===== config.mk =====
export PLATFORM = sky130hd
export DESIGN_NAME = fft_bitrev_reorder
export DESIGN_NICKNAME = d
export VERILOG_FILES = /design/src/rtl/fft_bitrev_reorder.sv
export SDC_FILE = /design/constraint.sdc
export NUM_CORES = 2
export LEC_CHECK = 0
export ABC_AREA = 1
export ABC_CLOCK_PERIOD_IN_PS = 3850
export CORE_MARGIN = 2
export CORE_UTILIZATION = 47
export CTS_BUF_LIST = sky130_fd_sc_hd__clkbuf_16
export DETAILED_ROUTE_END_ITERATION = 10
export PLACE_DENSITY = 0.67
export SYNTH_ARGS = -nofsm -noshare
export SYNTH_HDL_FRONTEND = slang
export SYNTH_SLANG_ARGS = --single-unit

===== constraint.sdc =====
create_clock -name clk -period 3.85 [get_ports clk]
set_clock_uncertainty 0.2 [all_clocks]
set_input_delay 0.9625 -clock clk [delete_from_list [all_inputs] [get_ports clk]]
set_output_delay 0.9625 -clock clk [all_outputs]
set_load 0.005 [all_outputs]

===== src/rtl/fft_bitrev_reorder.sv =====
// Streaming ping-pong frame reorderer: natural-order samples in, bit-reversed
// (or natural, per-frame mode) samples out, with first-word-fall-through reads.
module fft_bitrev_reorder #(
  parameter int DATA_WIDTH = 16,
  parameter int LOG2_N     = 6
) (
  input  logic                  clk,
  input  logic                  rst,
  input  logic                  mode,
  input  logic                  in_valid,
  output logic                  in_ready,
  input  logic [DATA_WIDTH-1:0] in_data,
  input  logic                  in_last,
  output logic                  out_valid,
  input  logic                  out_ready,
  output logic [DATA_WIDTH-1:0] out_data,
  output logic                  out_last,
  output logic                  frame_err
);

  localparam int n_samp = 1 << LOG2_N;
  localparam logic [LOG2_N-1:0] idx_last = '1;

  logic [DATA_WIDTH-1:0] mem [2*n_samp];

  logic              wr_bank;
  logic              rd_bank;
  logic [LOG2_N-1:0] wr_idx;
  logic [LOG2_N-1:0] rd_idx;
  logic [LOG2_N-1:0] rd_addr;
  logic [1:0]        full;
  logic [1:0]        bank_mode;
  logic              accept;
  logic              xfer;
  logic              wr_done;
  logic              rd_done;

  function automatic logic [LOG2_N-1:0] bitrev(input logic [LOG2_N-1:0] x);
    logic [LOG2_N-1:0] r;
    r = '0;
    for (int i = 0; i < LOG2_N; i++) r[i] = x[LOG2_N-1-i];
    return r;
  endfunction

  assign in_ready  = !full[wr_bank];
  assign accept    = in_valid && in_ready;
  assign wr_done   = accept && (wr_idx == idx_last);

  assign out_valid = full[rd_bank];
  assign xfer      = out_valid && out_ready;
  assign rd_done   = xfer && (rd_idx == idx_last);
  assign rd_addr   = bank_mode[rd_bank] ? bitrev(rd_idx) : rd_idx;
  assign out_data  = out_valid ? mem[{rd_bank, rd_addr}] : '0;
  assign out_last  = out_valid && (rd_idx == idx_last);

  // Sample storage is deliberately left out of reset.
  always_ff @(posedge clk) begin
    if (accept) mem[{wr_bank, wr_idx}] <= in_data;
  end

  // Write and read completions always hit different banks, so both full bits
  // can be updated in the same cycle without conflict.
  always_ff @(posedge clk or negedge rst) begin
    if (!rst) begin
      wr_bank   <= 1'b0;
      rd_bank   <= 1'b0;
      wr_idx    <= '0;
      rd_idx    <= '0;
      full      <= 2'b00;
      bank_mode <= 2'b00;
      frame_err <= 1'b0;
    end else begin
      if (accept) begin
        wr_idx <= wr_idx + 1'b1;
        if (wr_idx == '0) bank_mode[wr_bank] <= mode;
        if (in_last != (wr_idx == idx_last)) frame_err <= 1'b1;
        if (wr_done) begin
          full[wr_bank] <= 1'b1;
          wr_bank       <= !wr_bank;
        end
      end
      if (xfer) begin
        rd_idx <= rd_idx + 1'b1;
        if (rd_done) begin
          full[rd_bank] <= 1'b0;
          rd_bank       <= !rd_bank;
        end
      end
    end
  end

endmodule


# Word level (Yosys, flattened, before mapping)
# Memory sizes are Yosys's and may differ from the RTL's.
# Cells that the tools add are included.
[word_totals]
out_inout_bits = 20
mem_bits_rw = 2048
n_memories = 1
regBits = 19
[op_classes]
bitwise_logic = 3
magnitude_cmp = 4
n_reduce_logical = 15
n_mux = 19
n_eq_ne = 3
n_addsub = 2
[mem_list]
columns = ["name", "words", "width", "read_ports", "rd_ports_with_merged_regs", "write_ports", "line", "text"]
rows = [
  ["mem", 128, 16, 1, 0, 1, "24", "logic [DATA_WIDTH-1:0] mem [2*n_samp];"],
]
[ops]
columns = ["cell", "count"]
rows = [
  ["$mux 16", 1],
  ["$add 6x1->6 const B", 2],
  ["$eq 6x6->1 const B", 2],
  ["$mux 1", 10],
  ["$mux 2", 4],
  ["$reduce_and 2->1", 4],
  ["$logic_and 1x1->1", 7],
  ["$logic_not 6->1", 1],
  ["$mux 6", 1],
  ["$lt 1x2->1 const B", 2],
  ["$logic_not 1->1", 3],
  ["$and 2x2->2", 1],
  ["$bwmux 2", 1],
  ["$demux 1 s1", 2],
  ["$ge 1x1->1 const B", 2],
  ["$not 2->2", 1],
  ["$or 2x2->2", 1],
  ["$ne 1x1->1", 1],
]

# Depth between registers and ports, before layout
[depth]
depth_word = 10
ltp_mapped = 18
mapped_depth_nobuf = 15

# Worst setup path after synthesis
# No wires, ideal clock.
[synth_timing]
path_kind = "input to register"
from = "input port in_valid"
to = "memory mem[63][0], enable pin"
path_slack_ps = 425
arrival_time_ps = 2816
path_buffers = 1
setup_ps = 409
path_stages = 5
cell_sequence = "nand2_1 -> inv_1 -> clkbuf_1 -> nand3_1 -> nor3_1"
[synth_between]
elab_chain_len = 3
[synth_rtl]
columns = ["item", "line", "text"]
rows = [
  ["start: declaration", "10", "input logic in_valid,"],
  ["$logic_and 1x1->1", "46", "assign accept = in_valid && in_ready;"],
  ["$mux 1", "58", "if (accept) mem[{wr_bank, wr_idx}] <= in_data;"],
  ["$mux 1 (not written as such)", "58", ""],
  ["end: declaration", "24", ""],
]
# Every way passes these cells.

# Final worst setup path
[layout_timing]
from = "register rd_bank"
to = "output port out_data[8]"
[layout_between]
elab_chain_len = 5
word_cells_on_any_way = 7
classes_between = "6 x mux; 1 x memory"
[layout_rtl]
columns = ["item", "line", "text"]
rows = [
  ["start: declaration", "27", "logic rd_bank;"],
  ["start signal: assignment", "86", "rd_bank <= !rd_bank;"],
  ["$mux 1 (not written as such) (2 in series)", "52", "assign rd_addr = bank_mode[rd_bank] ? bitrev(rd_idx) : rd_idx;"],
  ["$mux 6", "52", ""],
  ["$mem_v2 128x16", "--", ""],
  ["$mux 16 *", "53", "assign out_data = out_valid ? mem[{rd_bank, rd_addr}] : '0;"],
  ["end: declaration", "16", "output logic [DATA_WIDTH-1:0] out_data,"],
]
# Mark *: on every way between the ends. The rest lies on a longest branch, timed or not. The select of a mux whose other input is x is not followed.

==> summary.txt <==
=================================================================================
Failing checks ..................................................... setup timing
Worst Reg-to-Reg Cells .............................................            7
Post-placement cell count ..........................................         9776
Detailed Place HPWL ................................................    154000 um
Startpoint type of the worst setup path ............................         flop
Cell depth of the worst min-delay path .............................            1
Initial standard-cell utilization of the core ......................        47.3%
Relative area change from synthesis to final layout ................        27.6%
Global-route wire length before repair .............................    398000 um
Die area ...........................................................    0.183 mm2
Io pins ............................................................           42
Number of buffers on the longest clock path ........................            3
Total negative slack ...............................................    -15.64 ns
Highest net fanout along the worst path ............................           12
Row count ..........................................................          155
Initial antenna violation count ....................................            3
Count of input and output buffers ..................................           41
Max VDD drop .......................................................   0.000499 V
Critical path data arrival time ....................................      3.72 ns
Simple logic cell fraction of the synthesized area .................        22.7%
Synthesized instance count .........................................         7176
Clk Tree Root Cell .................................................    clkbuf_16
Leading cell types in the layout, fill and taps excluded ........... edfxtp_1, nand2_1, nand3_1
Share of the cycle needed by the critical path after routing .......         127%
Achievable clock frequency .........................................      205 MHz
Setup repair after global routing missed its margin ................          yes
Data required, critical path .......................................      2.69 ns
Final-report hold violation count ..................................            0
Via-per-instance ratio .............................................         5.99
Post-Synth XOR/XNOR Area ...........................................       0.124%
Post-synth net total ...............................................         7201
Remaining design rule violation count ..............................            0
Hold Worst Slack ...................................................     0.178 ns
Clock tree from TritonCTS ..........................................        built
Source-to-sink clock delay at the later pin of the worst-skew pair .      0.86 ns
Worst hold path type ............................................... input port to flop
Result of the run .................................................. complete, but fails checks
Largest net degree at the start of global routing ..................          129
Most common cell after layout, fill and taps aside .................     edfxtp_1
Height of the die ..................................................       428 um
Yosys warnings .....................................................            0
Main combinational cell family by area after synthesis ............. simple AND/OR/NAND/NOR gates
Vias ...............................................................        62.4k
Clock-pin slew on the worst setup and hold paths ...................      0.06 ns
Synthesized-area fraction occupied by ao, oa, aoi and oai cells ....       0.212%
Critical path endpoint category .................................... primary output
Summed instance area of the synthesized netlist ....................   0.0845 mm2
Min-Delay Endpoint .................................................   mem[83][8]
Transition at the pin with the smallest max-transition slack .......     0.954 ns
Antenna viol nets, final ...........................................            0
Syn Area/Cell ......................................................     11.8 um2
Total global-route track usage .....................................        29.2%
Number of global-route vias before repair ..........................        60.8k
Fill cell count ....................................................        13.0k
Async S/R FF share, synth ..........................................       0.919%
Worst max-slew margin expressed relative to the limit ..............        36.4%
Number of sinks driven by the clock tree ...........................         2067
Worst flop-to-flop path endpoint ...................................  mem[110][9]
Core box area ......................................................    0.178 mm2
Share of synthesized area spent on multiplexers ....................           0%
Part of the Yosys area used for sequential elements ................        73.4%
Leak ...............................................................      40.1 nW
# nets final .......................................................         7919
Area share of fa/ha/maj cells after synthesis ......................      0.0444%
Fraction of final layout cells with drive strength greater than 1 ..        24.4%
Post-synth top flop ................................................     edfxtp_1
Post-layout min period .............................................      4.88 ns
Number of buffers inserted by hold repair at cts ...................            0
H-Tree Level Count .................................................            4
Final Max Slew Viols ...............................................            0
Setup slack on the worst flop-to-flop path .........................      0.35 ns
Routability cong. ..................................................        0.972
Number of standard cells in the layout, taps in and fillers out ....        10.4k
Least setup slack across all paths after layout ....................     -1.03 ns
DRC marker count from the first detailed-route iteration ...........         8953
Hold path startpoint ...............................................   in_data[8]
Total length of routed wires .......................................    272000 um
Worst reg2reg path startpoint ......................................      full[0]
PwrDens ............................................................   917 mW/mm2
Routed wire per std cell ...........................................      26.1 um
Yosys reg bits .....................................................         2067
Final count of negative-setup-slack endpoints ......................           16
Yosys cell types ...................................................           31
EDFF count, synth ..................................................         2048
Critical path class ................................................ flop to primary output
Total clock buffers created by CTS .................................          205
Number of detailed-route iterations in the first pass ..............           10
Overflow left after global routing .................................            0
Max cap viols ......................................................            0
Width of the die ...................................................       428 um
=================================================================================
[routing by layer]
layer	vias to the layer above	track usage [%]	wire length, um
met5	-	0	13
met4	2	16.1	16800
met2	4207	45.8	127000
li1	26900	-	-
met1	30500	38.3	98300
met3	871	5.73	30500
[cell families after synthesis]
family | after synthesis
buffers and inverters | 659
flip-flops | 2067
AND/OR/NAND/NOR | 4402
AO/OA/AOI/OAI | 33
XOR/XNOR | 12
adder cells (fa/ha/maj) | 3
[sequential cells by signal (all words and copies together) (netlist names)]
register   cells
full           2
bank_mode      2
rd_idx         6
wr_idx         6
frame_err      1
mem         2048
rd_bank        1
wr_bank        1
[area by class of cell]
cell class	count	area [um2]	share of cell area, %
timing repair buffer	975	12100	11.2
clock buffer	205	5130	4.76
inverter	189	759	0.704
clock inverter	171	1410	1.31
antenna	3	7.51	0.00696
tap	2355	2950	2.73
multi-input combinational	4453	23500	21.8
timing repair inverter	3	33.8	0.0313
sequential	2067	62000	57.5
[where the power goes]
part | switching [W] | internal (W)
registers | 0.000141 | 0.0251
clock network | 0.00882 | 0.0107
logic | 0.0321 | 0.0220
total | 0.0411 | 0.0578
[worst max path at each step]
stage	startpoint	endpoint	slack (ns)	depth (start not counted)
floorplan	in_valid	mem[63][0]	0.42	5
global placement	rd_bank	out_data[14]	-0.99	17
detailed placement	rd_bank	out_data[14]	-1.04	17
CTS	rd_bank	out_data[6]	-0.94	21
global route	rd_bank	out_data[1]	-1.09	21
finish	rd_bank	out_data[8]	-1.03	20
[through the flow]
stage	power, W	util (%)	setup slack [ns]	instance area, um2
final	0.0989	60.4	-1.03	108000
after global routing	0.102	60.4	-1.09	108000
after CTS	0.0954	59.7	-0.943	106000
after detailed placement	0.0628	51.7	-1.04	92300
after global placement	0.0624	51.7	-0.987	92300
after floorplan	0.0457	-	0.425	84500
[worst max-delay path, stage by stage (launching register included)]
cell and delay, ns:
dfrtp_2 0.46, inv_4 0.11, nand2_8 0.09, nand2_8 0.13, nand2_8 0.08, nand2_8 0.15, buf_12 0.15, buf_12 0.11
buf_16 0.13, buf_4 0.23, nand3_1 0.15, nand3_1 0.14, nand3_2 0.12, nand2_1 0.11, nand2_2 0.07, nand3_4 0.13
nand3_2 0.08, nand2_1 0.08, nor2_1 0.04, buf_4 0.15, buf_6 0.11
[Yosys cell counts, types with 2 or more instances]
cell type	n	area, um2
nand3_1	2029	10200
o21ai_0	6	30.0
buf_4	18	135
nand2_4	3	33.8
nor3_1	8	40.0
nor2_1	177	664
nand4_1	9	56.3
buf_2	338	1690
a21oi_1	18	90.1
nand3_2	2	20.0
o21ai_1	3	15.0
xor2_1	11	96.3
nand2_2	4	25.0
o211ai_1	2	15.0
buf_1	24	90.1
ha_1	3	37.5
inv_1	186	698
edfxtp_1	2048	61500
nand2_1	2168	8140
a31oi_1	2	12.5
dfrtp_1	19	475
clkbuf_1	85	319
buf_6	5	56.3
[repair_timing]
item | CTS | global route
setup endpoints to repair | 17 | 17
setup buffers | 188 | 24
gates resized for setup | 975 | 259
gates cloned | 69 | 4
pin swaps | 266 | 155
No activity file was read; power rests on OpenSTA's default activity.
